[src/rtl/serial_link_tx.sv]
//==============================================================================
// Module      : serial_link_tx
// Description : Per-output-port link serialiser. Captures one parallel flit
//               (PAYLOAD_SIZE+ADDR_SZ bits) from the crossbar output mux and
//               shifts it onto a LANES-bit inter-router link, LSB beat first.
//               Frames are marked with sof/eof, and the receiver can stall
//               them with tx_hold.
//
// Optional    : SERIAL_TX_PARITY_EN - when defined, each frame ends with one
//               extra beat that carries the even parity of the captured flit
//               in tx_data[0].
//
// Ports       : clk      in   system clock, rising edge
//               reset    in   synchronous reset, active low
//               item_in  in   W-bit flit, address in [ADDR_SZ-1:0]
//               ena      in   load strobe, honoured only while idle
//               busy     out  frame in progress
//               tx_valid out  tx_data carries a beat
//               tx_sof   out  first beat of frame
//               tx_eof   out  last beat of frame
//               tx_data  out  LANES-bit beat
//               tx_hold  in   receiver stall, freezes the current beat
//
// Revision    : 1.0 - initial release
//==============================================================================
`default_nettype none

`ifndef PAYLOAD_SIZE
`define PAYLOAD_SIZE 8
`endif
`ifndef ADDR_SZ
`define ADDR_SZ 4
`endif

module serial_link_tx #(
    parameter int LANES = 1
) (
    input  logic                              clk,
    input  logic                              reset,
    input  logic [`PAYLOAD_SIZE+`ADDR_SZ-1:0] item_in,
    input  logic                              ena,
    output logic                              busy,
    output logic                              tx_valid,
    output logic                              tx_sof,
    output logic                              tx_eof,
    output logic [LANES-1:0]                  tx_data,
    input  logic                              tx_hold
);

    localparam int W     = `PAYLOAD_SIZE + `ADDR_SZ;
    localparam int BEATS = (W + LANES - 1) / LANES;
    localparam int SW    = BEATS * LANES;
    localparam int CW    = $clog2(BEATS + 1);

    localparam logic [CW-1:0] c_LAST = CW'(BEATS - 1);

    localparam logic [1:0] c_ST_IDLE = 2'd0;
    localparam logic [1:0] c_ST_SEND = 2'd1;
`ifdef SERIAL_TX_PARITY_EN
    localparam logic [1:0] c_ST_PAR  = 2'd2;
`endif

    logic [1:0]    r_state;
    logic [CW-1:0] r_cnt;
    logic [SW-1:0] r_shift;
`ifdef SERIAL_TX_PARITY_EN
    logic          r_parity;
`endif

    //--------------------------------------------------------------------------
    // Frame sequencer. The shift register is zero-padded at the MSB end so
    // the final beat carries zeros in the unused upper lanes.
    //--------------------------------------------------------------------------
    always_ff @(posedge clk) begin
        if (!reset) begin
            r_state  <= c_ST_IDLE;
            r_cnt    <= '0;
            r_shift  <= '0;
`ifdef SERIAL_TX_PARITY_EN
            r_parity <= 1'b0;
`endif
        end else begin
            case (r_state)
                c_ST_IDLE: begin
                    if (ena) begin
                        r_shift  <= SW'(item_in);
                        r_cnt    <= '0;
                        r_state  <= c_ST_SEND;
`ifdef SERIAL_TX_PARITY_EN
                        r_parity <= ^item_in;
`endif
                    end
                end
                c_ST_SEND: begin
                    if (!tx_hold) begin
                        r_shift <= r_shift >> LANES;
                        if (r_cnt == c_LAST) begin
                            // Clear rather than increment so the counter never wraps.
                            r_cnt <= '0;
`ifdef SERIAL_TX_PARITY_EN
                            r_state <= c_ST_PAR;
`else
                            r_state <= c_ST_IDLE;
`endif
                        end else begin
                            r_cnt <= r_cnt + 1'b1;
                        end
                    end
                end
`ifdef SERIAL_TX_PARITY_EN
                c_ST_PAR: begin
                    if (!tx_hold) begin
                        r_state <= c_ST_IDLE;
                    end
                end
`endif
                default: begin
                    r_state <= c_ST_IDLE;
                end
            endcase
        end
    end

    //--------------------------------------------------------------------------
    // Outputs decode only registered state, so no input reaches them
    // combinationally.
    //--------------------------------------------------------------------------
    always_comb begin
        busy     = (r_state != c_ST_IDLE);
        tx_valid = (r_state != c_ST_IDLE);
        tx_sof   = (r_state == c_ST_SEND) && (r_cnt == '0);
        tx_data  = '0;
`ifdef SERIAL_TX_PARITY_EN
        tx_eof   = (r_state == c_ST_PAR);
        if (r_state == c_ST_PAR) begin
            tx_data = LANES'(r_parity);
        end
`else
        tx_eof   = (r_state == c_ST_SEND) && (r_cnt == c_LAST);
`endif
        if (r_state == c_ST_SEND) begin
            tx_data = r_shift[LANES-1:0];
        end
    end

endmodule

`default_nettype wire

[config.mk]
export PLATFORM = sky130hd
export DESIGN_NAME = serial_link_tx
export DESIGN_NICKNAME = d
export VERILOG_FILES = /design/src/rtl/serial_link_tx.sv
export SDC_FILE = /design/constraint.sdc
export NUM_CORES = 1
export LEC_CHECK = 0
export ABC_AREA = 1
export CORE_UTILIZATION = 45
export DETAILED_ROUTE_END_ITERATION = 16
export PLACE_DENSITY = 0.73
export SYNTH_ARGS = -nofsm -noshare
export SYNTH_HDL_FRONTEND = slang
export SYNTH_SLANG_ARGS = --single-unit
[constraint.sdc]
create_clock -name clk -period 1.55 [get_ports clk]
set_input_delay 0.465 -clock clk [delete_from_list [all_inputs] [get_ports clk]]
set_output_delay 0.465 -clock clk [all_outputs]
set_load 0.02 [all_outputs]
==> results of run 1 <==
==> flip-flops by register name, summed over array words and instances, names as in the netlist <==
register  count
r_shift      12
r_cnt         4
r_state       1
==> where the power goes <==
group,internal [W],total [W],switching [W]
registers,0.000469,0.000491,0.0000218
clock network,0.000100,0.000256,0.000155
logic,0.000115,0.000234,0.000119
total,0.000684,0.000980,0.000296
==> timing repair <==
item                                    4_1_cts  5_1_grt
setup buffers                                 1        2
hold endpoints to repair                      0        0
pin swaps                                     3        3
resized for setup                            29        9
endpoints found under the setup margin        5        5
==> worst min path at each step <==
stage | startpoint | endpoint | slack [ns] | depth (start not counted)
detailed placement | r_shift[11] | r_shift[11] | 0.48 | 2
finish | r_shift[11] | r_shift[11] | 0.49 | 2
global route | r_shift[11] | r_shift[11] | 0.53 | 2
CTS | r_shift[11] | r_shift[11] | 0.50 | 2
global placement | r_shift[11] | r_shift[11] | 0.47 | 2
floorplan | r_shift[11] | r_shift[11] | 0.44 | 2
==> per-layer routing <==
metal	vias to the layer above	wire length, um
li1	503	-
met1	426	1056
met2	21	1125
met3	4	59
met4	0	38
met5	-	0
==> cells in the mapped netlist, drive strengths merged <==
library cell	count	area share [%]
a21oi	4	2.2
ha	2	2.8
o21ai	13	7.3
nor2	30	13
dfxtp	17	38
inv	10	4.8
buf	7	6.4
nand3	4	2.2
nand4	1	0.70
nor3	1	0.56
nand2	48	22
==> layout make-up <==
| class | count | area, sq um | area share, % |
|---|---|---|---|
| Multi-Input combinational cell | 103 | 495.5 | 37.89 |
| Timing Repair Buffer | 43 | 362.8 | 27.75 |
| Sequential cell | 17 | 349.1 | 26.70 |
| Inverter | 10 | 42.54 | 3.254 |
| Tap cell | 25 | 31.28 | 2.392 |
| Clock buffer | 4 | 26.28 | 2.010 |
==> through the flow <==
stage / util (%) / power, W
final: 73.33 / 0.0009803
after global routing: 73.33 / 0.001033
after CTS: 71.30 / 0.0009760
after detailed placement: 68.49 / 0.0007301
after global placement: 68.49 / 0.0007230
after floorplan: - / 0.0006314
==> layout by cell type, fill, tap and decap left out, drive strengths merged <==
cell type / synthesis / routed
nand2: 48 / 48
nand3: 4 / 4
inv: 10 / 10
dfxtp: 17 / 17
o21ai: 13 / 13
nor3: 1 / 1
clkdlybuf4s50: 0 / 15
ha: 2 / 2
nand4: 1 / 1
buf: 7 / 28
nor2: 30 / 30
a21oi: 4 / 4
clkbuf: 0 / 4
==> cells by family (layout without fill, tap and decap cells) <==
family / after synthesis / in the layout / synth area share (%)
AOI/OAI and AO/OA: 17 / 17 / 9.537
DFF: 17 / 17 / 38.15
buffers and inverters: 17 / 57 / 11.22
adders and majority gates: 2 / 2 / 2.805
and+or+nand+nor: 84 / 84 / 38.29
==> worst min-delay path, stage by stage, from the launching register on <==
cell,delay (ns)
dfxtp_1,0.34
nand2_1,0.06
a21oi_1,0.05
==> summary.txt, run 1 <==
Crit path largest cell delay - 0.39 ns
H-tree depth - 1
Number of CTS-inserted buffers - 3
Worst R2R Path Depth - 7
Die area - 0.002165 sq mm
Crit path depth - 4
GRT overflow - 0
Global-route wire length before repair - 3698 um
Detailed Route WL - 2279 um
Distinct cell type count after synthesis - 18
RSZ-0062 raised after global routing - true
GR Layer Usage met1 - 27.79%
Inst Count DP - 195
Max Slew Vio Count - 0
DRC viols - 0
Fmax - 0.6011 GHz
Wire length per cell - 11.28 um
Final setup fails - 2
Clk_lat worst skew - 0.30 ns
Rows - 15
Met2 usage - 41.94%
First DRT Iteration DRCs - 23
Design area - 0.001308 sq mm
Die H - 46.53 um
Slowest stage cell on the critical path - dfxtp_4
CP max FO - 3
R2R Setup Slk - 0.20 ns
Hold_buf cts - 0
Mapped Nets - 155
WP data arrival - 1.20 ns
Post-DR vias/cell - 4.723
Sequential share of the synthesized area - 38.15%
Final hold vios - 0
Setup slack at placement - -0.3365 ns
Diode count - 0
Crit path required time - 1.08 ns
Largest net degree at the start of global routing - 16
Tightest Pin Transition - 0.2049 ns
WP buf/inv - 1
CP Launch Type - flip-flop
Status - complete, but fails checks
Hold crit path type - flip-flop to flip-flop
Hold_ws - 0.4944 ns
Total negative slack - -0.1980 ns
Synth Instances - 137
Core Area - 0.001783 sq mm
Final period util - 107.3%
Worst clock skew - 0.008690 ns
Non-Filler Instances - 202
# nets final - 196
Power Dens Cells - 749.8 mW/mm^2
Top Ports - 21
DP HPWL - 1528 um
Via count - 954
FF-to-FF Start - r_state[0]
Synth-to-Final Area Change - 46.56%
Starting Density - 50.04%
Max Buffers Root-to-Sink - 2
Port bufs - 20
CTS Sinks - 17
CTS Root Cell - clkbuf_4
Drt pass-1 iters - 4
Met3 GRT Util - 5.098%
Initial antenna violation count - 0
Yosys Warn Count - 0
Syn avg cell area - 6.512 sq um
Max_cap viols - 0
Critical Path Start - r_cnt[0]
Leakage - 0.6539 nW
Clock-pin slew on the worst setup and hold paths - 0.11 ns
# fillers - 154
CTS tree - built
Post-route ant nets - 0
Share of post-route cells with drive strength above 1 - 24.86%
Synthesized cell area - 892.1 sq um
Failing checks - setup timing
Min Tclk post-route - 1.663 ns
Setup ws final - -0.1135 ns
GRT Overall Usage - 24.50%
Yosys reg bits - 17
Cell Area, Placed - 0.001221 sq mm
Vias in the first global route - 884
R2R Path End - r_shift[5]
Delay-heaviest family, CP - flip-flops
Slew HR - 86.20%
Crit-path cells - ha_4 -> nand2_4 -> nor3_4 -> buf_6
Gpl congestion - 0.8019
Most crowded layer after global routing - met2
CP Class - flip-flop to output pin
CP endpoint - tx_eof
Die width - 46.53 um
VDD IR max - 0.0004763 V
Critical Path End Type - output pin
No activity file was read; power rests on OpenSTA's default activity.
==> run 2, diff against run 1 <==
--- a/config.mk
+++ b/config.mk
@@ -6,9 +6,11 @@
 export NUM_CORES = 1
 export LEC_CHECK = 0
 export ABC_AREA = 1
-export CORE_UTILIZATION = 45
+export CAP_MARGIN = 20
+export CORE_UTILIZATION = 40
+export CTS_BUF_LIST = sky130_fd_sc_hd__clkbuf_4
 export DETAILED_ROUTE_END_ITERATION = 16
-export PLACE_DENSITY = 0.73
+export PLACE_DENSITY = 0.66
 export SYNTH_ARGS = -nofsm -noshare
 export SYNTH_HDL_FRONTEND = slang
 export SYNTH_SLANG_ARGS = --single-unit
==> run 2 against run 1 <==
Against the previous run:
- the run still ends with setup timing left
- die area is 12% higher
- final cell count is 1.5% higher
- cell area is 0.96% higher
- critical endpoint unchanged
==> summary.txt, run 2 (synthesis gave the netlist of run 1 again) <==
Clock share of power - 25.8% (-0.3 points)
Design area - 0.001320 sq mm (+0.96%)
Most common cell after layout, fill and taps aside - nand2_1
CTS Root Cell - clkbuf_4
Vias in the first global route - 896 (+1.4%)
Crit path largest cell delay - 0.38 ns (about the same)
GRT Overall Usage - 18.47% (-6.0 points)
Tightest Pin Transition - 0.1869 ns (-0.01800 ns)
Top Ports - 21 (unchanged)
WP buf/inv - 1 (unchanged)
CP max FO - 3 (unchanged)
R2R Setup Slk - 0.22 ns (+0.02 ns)
Post-route ant nets - 0 (unchanged)
Drt pass-1 iters - 4 (unchanged)
Wire length per cell - 10.04 um (-11%)
# fillers - 170 (+10%)
Max_cap viols - 0 (unchanged)
First DRT Iteration DRCs - 13 (-43%)
Non-Filler Instances - 205 (+1.5%)
GRT overflow - 0 (unchanged)
Power Dens Cells - 735.7 mW/mm^2 (-1.9%)
Largest register FFs - 12 (unchanged)
Worst R2R Path Depth - 7 (unchanged)
WP data arrival - 1.14 ns (-0.06 ns)
Die H - 49.23 um (+5.8%)
Port bufs - 20 (unchanged)
CP endpoint - tx_eof
Combinational share of power - 24.0% (+0.2 points)
# nets final - 197 (+0.51%)
Min-delay src - r_shift[11]
Switch share - 27.89% (-2.3 points)
Clock-pin slew on the worst setup and hold paths - 0.10 ns (about the same)
CTS tree - built
Die area - 0.002423 sq mm (+12%)
Status - complete, but fails checks
Cell Area, Placed - 0.001229 sq mm (+0.61%)
Initial antenna violation count - 0 (unchanged)
Inst Count DP - 196 (+0.51%)
Gpl congestion - 0.8022 (about the same)
Hold Crit Depth - 2 (unchanged)
Largest net degree at the start of global routing - 16 (unchanged)
Min Tclk post-route - 1.606 ns (-0.05716 ns)
Crit-path cells - ha_4 -> nand2_4 -> nor3_4 -> buf_6
Final hold vios - 0 (unchanged)
Leakage - 0.6630 nW (+1.4%)
Via count - 932 (-2.3%)
FF-to-FF Start - r_state[0]
Failing checks - setup timing
Global-route wire length before repair - 3567 um (-3.5%)
CP Class - flip-flop to output pin
Met2 usage - 35.39% (-6.6 points)
Diode count - 0 (unchanged)
Rows - 16 (+1)
Post-DR vias/cell - 4.546 (-3.7%)
Top Registers - r_shift (12), r_cnt (4), r_state (1)
Final setup fails - 2 (unchanged)
VDD IR max - 0.0004394 V (-7.7%)
Hold crit path type - flip-flop to flip-flop
Setup ws final - -0.05633 ns (+0.05716 ns)
Top reg by flops - r_shift
DRC viols - 0 (unchanged)
Core Area - 0.002022 sq mm (+13%)
Synth-to-Final Area Change - 47.97%
Max Slew Vio Count - 0 (unchanged)
Critical Path End Type - output pin
CP Launch Type - flip-flop
R2R Path End - r_shift[1]
GR Layer Usage met1 - 21.44% (-6.3 points)
H-tree depth - 1 (unchanged)
Most crowded layer after global routing - met2
Met3 GRT Util - 1.869% (-3.2 points)
Critical Path Start - r_cnt[1]
Most frequent cells in the layout - 44 x nand2_1, 30 x nor2_1, 24 x buf_4
Starting Density - 44.12% (-5.9 points)
DP HPWL - 1455 um (-4.8%)
Crit path depth - 4 (unchanged)
Clk_lat worst skew - 0.28 ns (-0.02 ns)
Number of CTS-inserted buffers - 3 (unchanged)
Worst clock skew - 0.003036 ns (-0.005653 ns)
Slowest stage cell on the critical path - dfxtp_4
Final period util - 103.6% (-3.7 points)
P_int - 0.0007003 W (+2.4%)
Switching Power - 0.0002708 W (-8.6%)
RSZ-0062 raised after global routing - true
Max Buffers Root-to-Sink - 2 (unchanged)
Crit path required time - 1.08 ns (about the same)
Seq pwr share - 50.1% (about the same)
Die width - 49.23 um (+5.8%)
Detailed Route WL - 2058 um (-9.7%)
Share of post-route cells with drive strength above 1 - 25.84% (+0.98 points)
CTS Sinks - 17 (unchanged)
Delay-heaviest family, CP - flip-flops
Slew HR - 87.52% (+1.3 points)
Fmax - 0.6225 GHz (+3.6%)
run 2: how the worst min path moves through the flow:
stage                  endpoint  slack, ns
floorplan           r_shift[11]       0.44
global route        r_shift[11]       0.49
global placement    r_shift[11]       0.45
detailed placement  r_shift[11]       0.46
CTS                 r_shift[11]       0.48
finish              r_shift[11]       0.47
run 2: metrics by stage:
stage,setup WS (ns),hold WS [ns],TNS (ns),total power [W],util [%]
2_1_floorplan,0.06420,0.4372,0,0.0006314,-
3_3_place_gp,-0.2301,0.4488,-1.143,0.0007273,60.77
3_5_place_dp,-0.2868,0.4585,-1.314,0.0007323,60.77
4_1_cts,-0.1221,0.4761,-0.2032,0.0009800,63.86
5_1_grt,-0.1279,0.4931,-0.2397,0.001035,65.28
6_report,-0.05633,0.4704,-0.1071,0.0009711,65.28
run 2: power by group through the flow:
stage	Combinational, W	Sequential, W	Clock (W)
finish	0.000233	0.000487	0.000251
global route	0.000259	0.000491	0.000285
CTS	0.000231	0.000489	0.000260
detailed placement	0.000235	0.000498	0
global placement	0.000232	0.000495	0
floorplan	0.000136	0.000495	0
run 2: repair_timing:
item / CTS / global route
pin swaps: 1 / 3
setup buffers: 3 / 2
gates resized for setup: 25 / 10
endpoints found under the hold margin: 0 / 0
setup endpoints to repair: 5 / 4
hold buffers: 0 / 0
run 2: layer usage:
metal  routed length [um]  share of wire, %  up-vias
li1                     -                 -      502
met3                   64               3.1        0
met1                  948                46      410
met5                    0                 0        -
met4                    0                 0        0
met2                 1046                51       20
run 2: final cells by class:
cell class	count	area, sq um	share of cell area, %
multi-input combinational	103	485.5	36.78
sequential	17	351.6	26.63
inverter	10	42.54	3.223
clock buffer	4	30.03	2.275
timing repair buffer	44	376.6	28.53
tap	27	33.78	2.559
run 2: worst reg2reg max path: stages (launching register included):
cell and delay [ns]:
dfxtp_4 0.37, buf_4 0.14, buf_4 0.18, nand2_2 0.11
nand2_4 0.08, buf_4 0.16, o21ai_0 0.15, nor2_1 0.05
==> run 3, diff against run 2 <==
--- a/config.mk
+++ b/config.mk
@@ -6,11 +6,11 @@
 export NUM_CORES = 1
 export LEC_CHECK = 0
 export ABC_AREA = 1
-export CAP_MARGIN = 20
+export CORE_MARGIN = 4
 export CORE_UTILIZATION = 40
 export CTS_BUF_LIST = sky130_fd_sc_hd__clkbuf_4
 export DETAILED_ROUTE_END_ITERATION = 16
-export PLACE_DENSITY = 0.66
+export PLACE_DENSITY = 0.69
 export SYNTH_ARGS = -nofsm -noshare
 export SYNTH_HDL_FRONTEND = slang
 export SYNTH_SLANG_ARGS = --single-unit
==> constraint.sdc (replaced) <==
create_clock -name clk -period 1.3 [get_ports clk]
set_input_delay 0.39 -clock clk [delete_from_list [all_inputs] [get_ports clk]]
set_output_delay 0.39 -clock clk [all_outputs]
set_load 0.02 [all_outputs]
==> run 3 against run 2 <==
Against the previous run:
- the run still ends with setup timing left
- cell area increased by 4.7%
- die area is 26% higher
- worst setup slack got worse by 0.18 ns
- sequential power is 20% higher
- clock power is 22% higher
- largest cell class unchanged
==> summary.txt, run 3 (synthesis gave the netlist of run 1 again) <==
Status - complete, but fails checks
Failing checks - setup timing
Drt pass-1 iters - 4 (unchanged)
Worst clock skew - 0.008076 ns (+0.005040 ns)
GRT overflow - 0 (unchanged)
Die width - 55.23 um (+12%)
Inst Count DP - 196 (unchanged)
Hold Crit Depth - 2 (unchanged)
Gpl congestion - 0.7938 (-1.0%)
Clock-pin slew on the worst setup and hold paths - 0.09 ns (about the same)
# fillers - 187 (+10%)
Hold crit path type - flip-flop to flip-flop
Diode count - 0 (unchanged)
Crit-path cells - buf_4 -> inv_4 -> nor3_4 -> buf_6
Leakage - 0.6737 nW (+1.6%)
Max_cap viols - 0 (unchanged)
Port bufs - 20 (unchanged)
Critical Path End Type - output pin
# nets final - 196 (-0.51%)
CTS Sinks - 17 (unchanged)
Top Registers - r_shift (12), r_cnt (4), r_state (1)
CTS tree - built
Detailed Route WL - 2244 um (+9.0%)
Final period util - 118.1%
Multi-input gate area - 518.0 sq um (+6.7%)
Total negative slack - -0.7653 ns (-0.6582 ns)
Fmax - 0.6515 GHz
Die H - 55.23 um (+12%)
Core Area - 0.002042 sq mm (+0.99%)
Worst R2R Path Depth - 8 (+1)
Initial antenna violation count - 0 (unchanged)
Most common cell after layout, fill and taps aside - nand2_1
Post-route ant nets - 0 (unchanged)
FF+latch area - 354.1 sq um (+0.71%)
Post-DR vias/cell - 4.701 (+3.4%)
Non-Filler Instances - 204 (-0.49%)
Global-route wire length before repair - 3788 um (+6.2%)
Top reg by flops - r_shift
VDD IR max - 0.0005580 V (+27%)
CP max FO - 5 (+2)
Tightest Pin Transition - 0.1612 ns (-0.02575 ns)
Via count - 959 (+2.9%)
Die area - 0.003050 sq mm (+26%)
CP Class - flip-flop to output pin
Top Ports - 21 (unchanged)
Largest net degree at the start of global routing - 16 (unchanged)
Slew HR - 89.22% (+1.7 points)
Setup ws final - -0.2350 ns (-0.1787 ns)
Slowest stage cell on the critical path - dfxtp_4
CP Launch Type - flip-flop
Max Buffers Root-to-Sink - 2 (unchanged)
Clk_lat worst skew - 0.29 ns (about the same)
Final setup fails - 5 (+3)
Min Tclk post-route - 1.535 ns
Largest register FFs - 12 (unchanged)
RSZ-0062 raised after global routing - true
Rows - 16 (unchanged)
Most frequent cells in the layout - 43 x nand2_1, 28 x nor2_1, 20 x buf_4
Power Dens Cells - 877.1 mW/mm^2 (+19%)
Crit path required time - 0.91 ns (-0.17 ns)
Vias in the first global route - 906 (+1.1%)
Max Slew Vio Count - 0 (unchanged)
DRC viols - 0 (unchanged)
Setup slack at placement - -0.4922 ns (-0.2054 ns)
R2R Setup Slk - 0.04 ns (-0.18 ns)
CTS Root Cell - clkbuf_4
DP HPWL - 1569 um (+7.9%)
Crit path largest cell delay - 0.38 ns (about the same)
First DRT Iteration DRCs - 12 (-1)
Number of CTS-inserted buffers - 3 (unchanged)
Wire length per cell - 11.00 um (+9.6%)
H-tree depth - 1 (unchanged)
Final hold vios - 0 (unchanged)
Synth-to-Final Area Change - 54.98%
GRT Overall Usage - 15.16% (-3.3 points)
WP data arrival - 1.15 ns (about the same)
Starting Density - 43.69% (-0.43 points)
Share of post-route cells with drive strength above 1 - 30.51% (+4.7 points)
[run 3: cell count changes in the layout (fill, tap and decap cells not counted), sizes merged]
cell	delta
clkbuf	-1
[run 3: metrics by stage]
stage                     util (%)  instance area (sq um)  hold WS, ns  total power (W)
after floorplan                  -                  907.1       0.4372        0.0007555
after global placement       60.05                   1226       0.4549        0.0008636
after detailed placement     60.05                   1226       0.4624        0.0008695
after CTS                    64.83                   1324       0.4955         0.001193
after global routing         67.71                   1383       0.5153         0.001280
final                        67.71                   1383       0.4802         0.001213
[run 3: power breakdown]
part	internal (W)	leakage [nW]	total (W)	switching (W)
clock	0.000140	0.0184	0.000305	0.000165
sequential	0.000558	0.143	0.000585	0.0000270
combinational	0.000165	0.512	0.000323	0.000158
total	0.000863	0.674	0.00121	0.000350
[run 3: worst paths after layout]
check,end,start
setup / recovery,tx_eof,r_state[0]
hold / removal,r_shift[11],r_shift[11]
setup reg to reg,r_cnt[0],r_state[0]
hold reg to reg,r_shift[11],r_shift[11]
[run 3: layout make-up]
cell class,instances,share of cell area (%)
clock buffers,4,2.172
inverters,10,3.439
well taps,27,2.443
repair buffers,43,28.87
flip-flops and latches,17,25.61
multi-input cells,103,37.47
[run 3: worst max-delay path: cells and delay by family (launching register included)]
kind / cells / cell delay (ns)
DFF: 1 / 0.38
buffers and inverters: 3 / 0.30
and+or+nand+nor: 1 / 0.18
[run 3: repair_timing]
action,4_1_cts,5_1_grt
setup buffers,2,2
gates resized for setup,44,21
hold buffers,0,0
pin swaps,3,2
endpoints found under the setup margin,5,20
[run 3: layer usage]
layer  share of wire [%]  track usage [%]  vias up  wire, um
li1                    -                -      502         -
met1                  44            17.99      439       996
met2                  50            26.69       14      1131
met3                 3.6            2.331        4        81
met4                 1.5            6.597        0        34
met5                   0                0        -         0
==> RTL edit 1: new RTL, flow settings as in run 3 <==
Put a register stage on the output `tx_sof`, cleared by the reset. The value now appears one clock later. The other outputs are not delayed to match.
--- a/src/rtl/serial_link_tx.sv
+++ b/src/rtl/serial_link_tx.sv
@@ -56,6 +56,8 @@
 
     localparam logic [1:0] c_ST_IDLE = 2'd0;
     localparam logic [1:0] c_ST_SEND = 2'd1;
+
+    logic tx_sof_d;
 `ifdef SERIAL_TX_PARITY_EN
     localparam logic [1:0] c_ST_PAR  = 2'd2;
 `endif
@@ -128,7 +130,7 @@
     always_comb begin
         busy     = (r_state != c_ST_IDLE);
         tx_valid = (r_state != c_ST_IDLE);
-        tx_sof   = (r_state == c_ST_SEND) && (r_cnt == '0);
+        tx_sof_d = (r_state == c_ST_SEND) && (r_cnt == '0);
         tx_data  = '0;
 `ifdef SERIAL_TX_PARITY_EN
         tx_eof   = (r_state == c_ST_PAR);
@@ -143,6 +145,14 @@
         end
     end
 
+    always_ff @(posedge clk) begin
+        if (!reset) begin
+            tx_sof <= '0;
+        end else begin
+            tx_sof <= tx_sof_d;
+        end
+    end
+
 endmodule
 
 `default_nettype wire
Behaviour: not the same (Yosys sat finds a counterexample within 4 cycles, from zero or initial values and one cycle with reset low).
==> RTL edit 1 against run 3 <==
- clock power decreased by 13%
- setup slack gained 0.015 ns
- design area down 4.8%
- the run still ends with negative setup slack left
- combinational power fell by 8.0%
- sequential cell count up 1
- critical endpoint unchanged
- routed wire length rose by 3.5%
- synthesized area is 1.5% higher
- total power shrank 3.0%
- via count down 3.1%
- largest cell class unchanged
==> RTL edit 1: results (changes against run 3) <==
qor: placement.dp_slack -0.425 ns [+0.0671 ns]
qor: placement.placedInstanceArea 1170 µm² [-4.3%]
qor: run_status.violations negative setup slack
qor: routing.avgRoutedWirePerCell 11.9 µm [+7.7%]
qor: critical_path.cp_data_arrival_time 1.13 ns [-0.02 ns]
qor: sta.worst_slack -0.220 ns [+0.0150 ns]
qor: critical_path.setup.worst_path.start r_cnt[0]
qor: layout.area_share_nonclk_buffers 25.2% [-3.7 points]
qor: clock_network.clock_sinks 18 [+1]
qor: sta.hold_slack 0.463 ns [-0.0170 ns]
qor: layout.clockNetworkAreaShare 1.71% [-0.46 points]
qor: pwr.power_in_sequential_cells 0.000615 W [+5.1%]
qor: yosys.portion_of_the_post_synthesis_area_used_by_sequential_elements 39.8% [+1.6 points]
qor: critical_path.flop_to_flop_setup_slack 0.07 ns [+0.03 ns]
qor: layout.largest_registers r_shift x12, r_cnt x4
qor: layout.fill_cell_count 179 [-4.3%]
qor: critical_path.worst-path-max-fanout 2 [-3]
qor: layout.buffers 35 [-19%]
qor: pwr.standby_leakage_power 0.608 nW [-9.7%]
qor: routing.detailroute.via_count 929 [-3.1%]
qor: yosys.syn_area_per_cell 6.61 µm² [+1.5%]
qor: routing.detailedRoute.firstIterationViolations 35 [+23]
qor: placement.post-dp-hpwl 1.42 mm [-9.8%]
qor: grt.grt_first_pass_wirelength 3.68 mm [-2.7%]
qor: sta.setup_violations 2 [-3]
qor: layout.final_layout_size_suffix_gt1_share 22.5% [-8.0 points]
qor: pwr.internal-power 0.000842 W [-2.4%]
qor: sta.finClkSkew 0.00389 ns [-0.00418 ns]
qor: layout.final-seq-area 367 µm² [+3.5%]
qor: run_status.result_of_the_run finished with violations
qor: placement.dpl.cell_count 188 [-4.1%]
qor: layout.multi_input_area_share 38.7% [+1.2 points]
qor: sta.slew_headroom 77.5% [-12 points]
qor: yosys.synth_compound_area_share 9.94% [+0.41 points]
qor: layout.area.growth.synth_to_final 45.3%
-- RTL edit 1: timing repair --
action	CTS	global route
resized for setup	37	12
hold endpoints to repair	0	0
setup endpoints to repair	20	19
cloned	0	1
hold buffers	0	0
pin swaps	1	2
buffers inserted	1	4
-- RTL edit 1: metal layers --
metal / GRT usage, % / vias up
met3: 3.02 / 4
li1: - / 487
met1: 19.0 / 404
met4: 8.33 / 0
met5: 0 / -
met2: 23.3 / 34
-- RTL edit 1: stage by stage --
stage	power, W	setup TNS [ns]
detailed placement	0.000879	-4.85
CTS	0.00116	-0.225
global route	0.00125	-0.451
global placement	0.000875	-4.78
floorplan	0.000785	0
finish	0.00118	-0.277
-- RTL edit 1: worst max-delay path: stages, from the launching register on --
cell	delay [ns]
sky130_fd_sc_hd__dfxtp_2	0.36
sky130_fd_sc_hd__ha_4	0.15
sky130_fd_sc_hd__nand3_4	0.09
sky130_fd_sc_hd__nor2_4	0.11
sky130_fd_sc_hd__buf_6	0.13
==> RTL edit 2: new RTL, config.mk and constraints of run 3 <==
Without the edit above. Add a define of `SERIAL_TX_PARITY_EN`.
--- a/src/rtl/serial_link_tx.sv
+++ b/src/rtl/serial_link_tx.sv
@@ -24,6 +24,8 @@
 // Revision    : 1.0 - initial release
 //==============================================================================
 `default_nettype none
+
+`define SERIAL_TX_PARITY_EN
 
 `ifndef PAYLOAD_SIZE
 `define PAYLOAD_SIZE 8
Behaviour: no difference found for any inputs over 10 cycles, from zero or initial values and one cycle with reset low; that may be too few to reach the edited logic, so the function may still have changed.
==> RTL edit 2 against run 3 <==
- largest cell class unchanged
- total power grew 46%
- largest power group is now combinational cells
- routed wire length increased by 60%
- setup slack got worse by 0.0095 ns
- die area is 26% higher
- synthesized area is 31% higher
- the run still ends with negative setup slack left
- sequential share of layout area fell by 4.9 points
- sequential cell count is 2 higher
- design area increased by 34%
- global-route usage is 4.0 points higher
==> RTL edit 2: results (changes against run 3) <==
qor: routing.detailedRoute.firstIterationViolations 41 [+29]
qor: routing.wl 3.59 mm [+60%]
qor: pwr.power.share.switching 34.9% [+6.0 points]
qor: grt.grt_first_pass_wirelength 5.40 mm [+42%]
qor: layout.final_layout_size_suffix_gt1_share 34.5% [+3.9 points]
qor: critical_path.r2r_start r_state[1]
qor: sta.hold_slack 0.425 ns [-0.0557 ns]
qor: run_status.violations negative setup slack
qor: min_path.hold_path.startpoint item_in[6]
qor: yosys.portion_of_the_post_synthesis_area_used_by_sequential_elements 32.5% [-5.6 points]
qor: layout.final_cell_count_no_fill 269 [+32%]
qor: placement.placedInstanceArea 1560 µm² [+27%]
qor: layout.largest_registers r_shift x12, r_cnt x4, r_state x2
qor: yosys.post_synth_inst_count 189 [+38%]
qor: sta.worst_slack -0.245 ns [-0.00950 ns]
qor: run_status.result_of_the_run finished with violations
qor: routing.first_pass_drt_iterations 6 [+2]
qor: clock_network.clk_pin_slew 0.11 ns [+0.02 ns]
qor: yosys.synthesis.nets 207 [+34%]
qor: pwr.irDropWorstVdd 0.908 mV [+63%]
qor: clock_network.clock_latency 0.31 ns [+0.02 ns]
qor: critical_path.critPathMaxStageDelay 0.40 ns [+0.02 ns]
qor: sta.slew_headroom 86.6% [-2.6 points]
qor: grt.first_global_vias 1254 [+38%]
qor: min_path.hold-path-cell-count 3 [+1]
qor: sta.setup_violations 22 [+17]
-- RTL edit 2: changes by cell type after synthesis, sizes merged, moves of 3 or more --
cell	delta
a31oi	+11
nand2	+31
xor2	+3
nor2	-14
inv	+16
-- RTL edit 2: worst max-delay path by stage --
stage                          start    endpoint  slack, ns  depth (start not counted)
final                     r_state[0]     tx_data      -0.24                          3
after CTS                   r_cnt[0]      tx_sof      -0.22                          5
after global routing      r_state[1]  r_shift[4]      -0.30                         11
after global placement      r_cnt[0]      tx_sof      -0.38                          5
after detailed placement    r_cnt[0]      tx_sof      -0.41                          5
after floorplan           r_state[1]     tx_data     -0.005                          5
-- RTL edit 2: per-layer routing --
| layer | global-route usage, % | wire, µm | up-vias | part of all wire, % |
|---|---|---|---|---|
| met3 | 4.34 | 166 | 14 | 4.6 |
| met2 | 31.5 | 1820 | 36 | 51 |
| met4 | 8.48 | 123 | 0 | 3.4 |
| met1 | 23.8 | 1480 | 621 | 41 |
| li1 | - | - | 693 | - |
| met5 | 0 | 0 | - | 0 |
-- RTL edit 2: critical path: cells and delay by family (launching register included) --
family / cells / cell delay (ns)
compound gates: 1 / 0.24
buf+inv: 1 / 0.13
flops: 1 / 0.40
simple gates: 1 / 0.08
-- RTL edit 2: logic make-up after synthesis --
family	synth area share (%)
buf+inv	11.5
flops	32.5
compound gates	13.9
fa+ha+maj	2.14
simple gates	36.2
xor+xnor	3.75
-- RTL edit 2: final cells by class --
cell class,count,area [µm²]
fill,215,923
multi-input combinational,138,796
timing repair buffer,51,510
sequential,19,385
inverter,26,97.6
tap,31,38.8
clock buffer,4,30.0
-- RTL edit 2: timing repair --
action	in CTS	in global routing
pin swaps	7	8
cloned	2	0
endpoints found under the hold margin	0	0
resized for setup	51	36
hold buffers	0	0
setup buffers	7	4
endpoints found under the setup margin	20	22
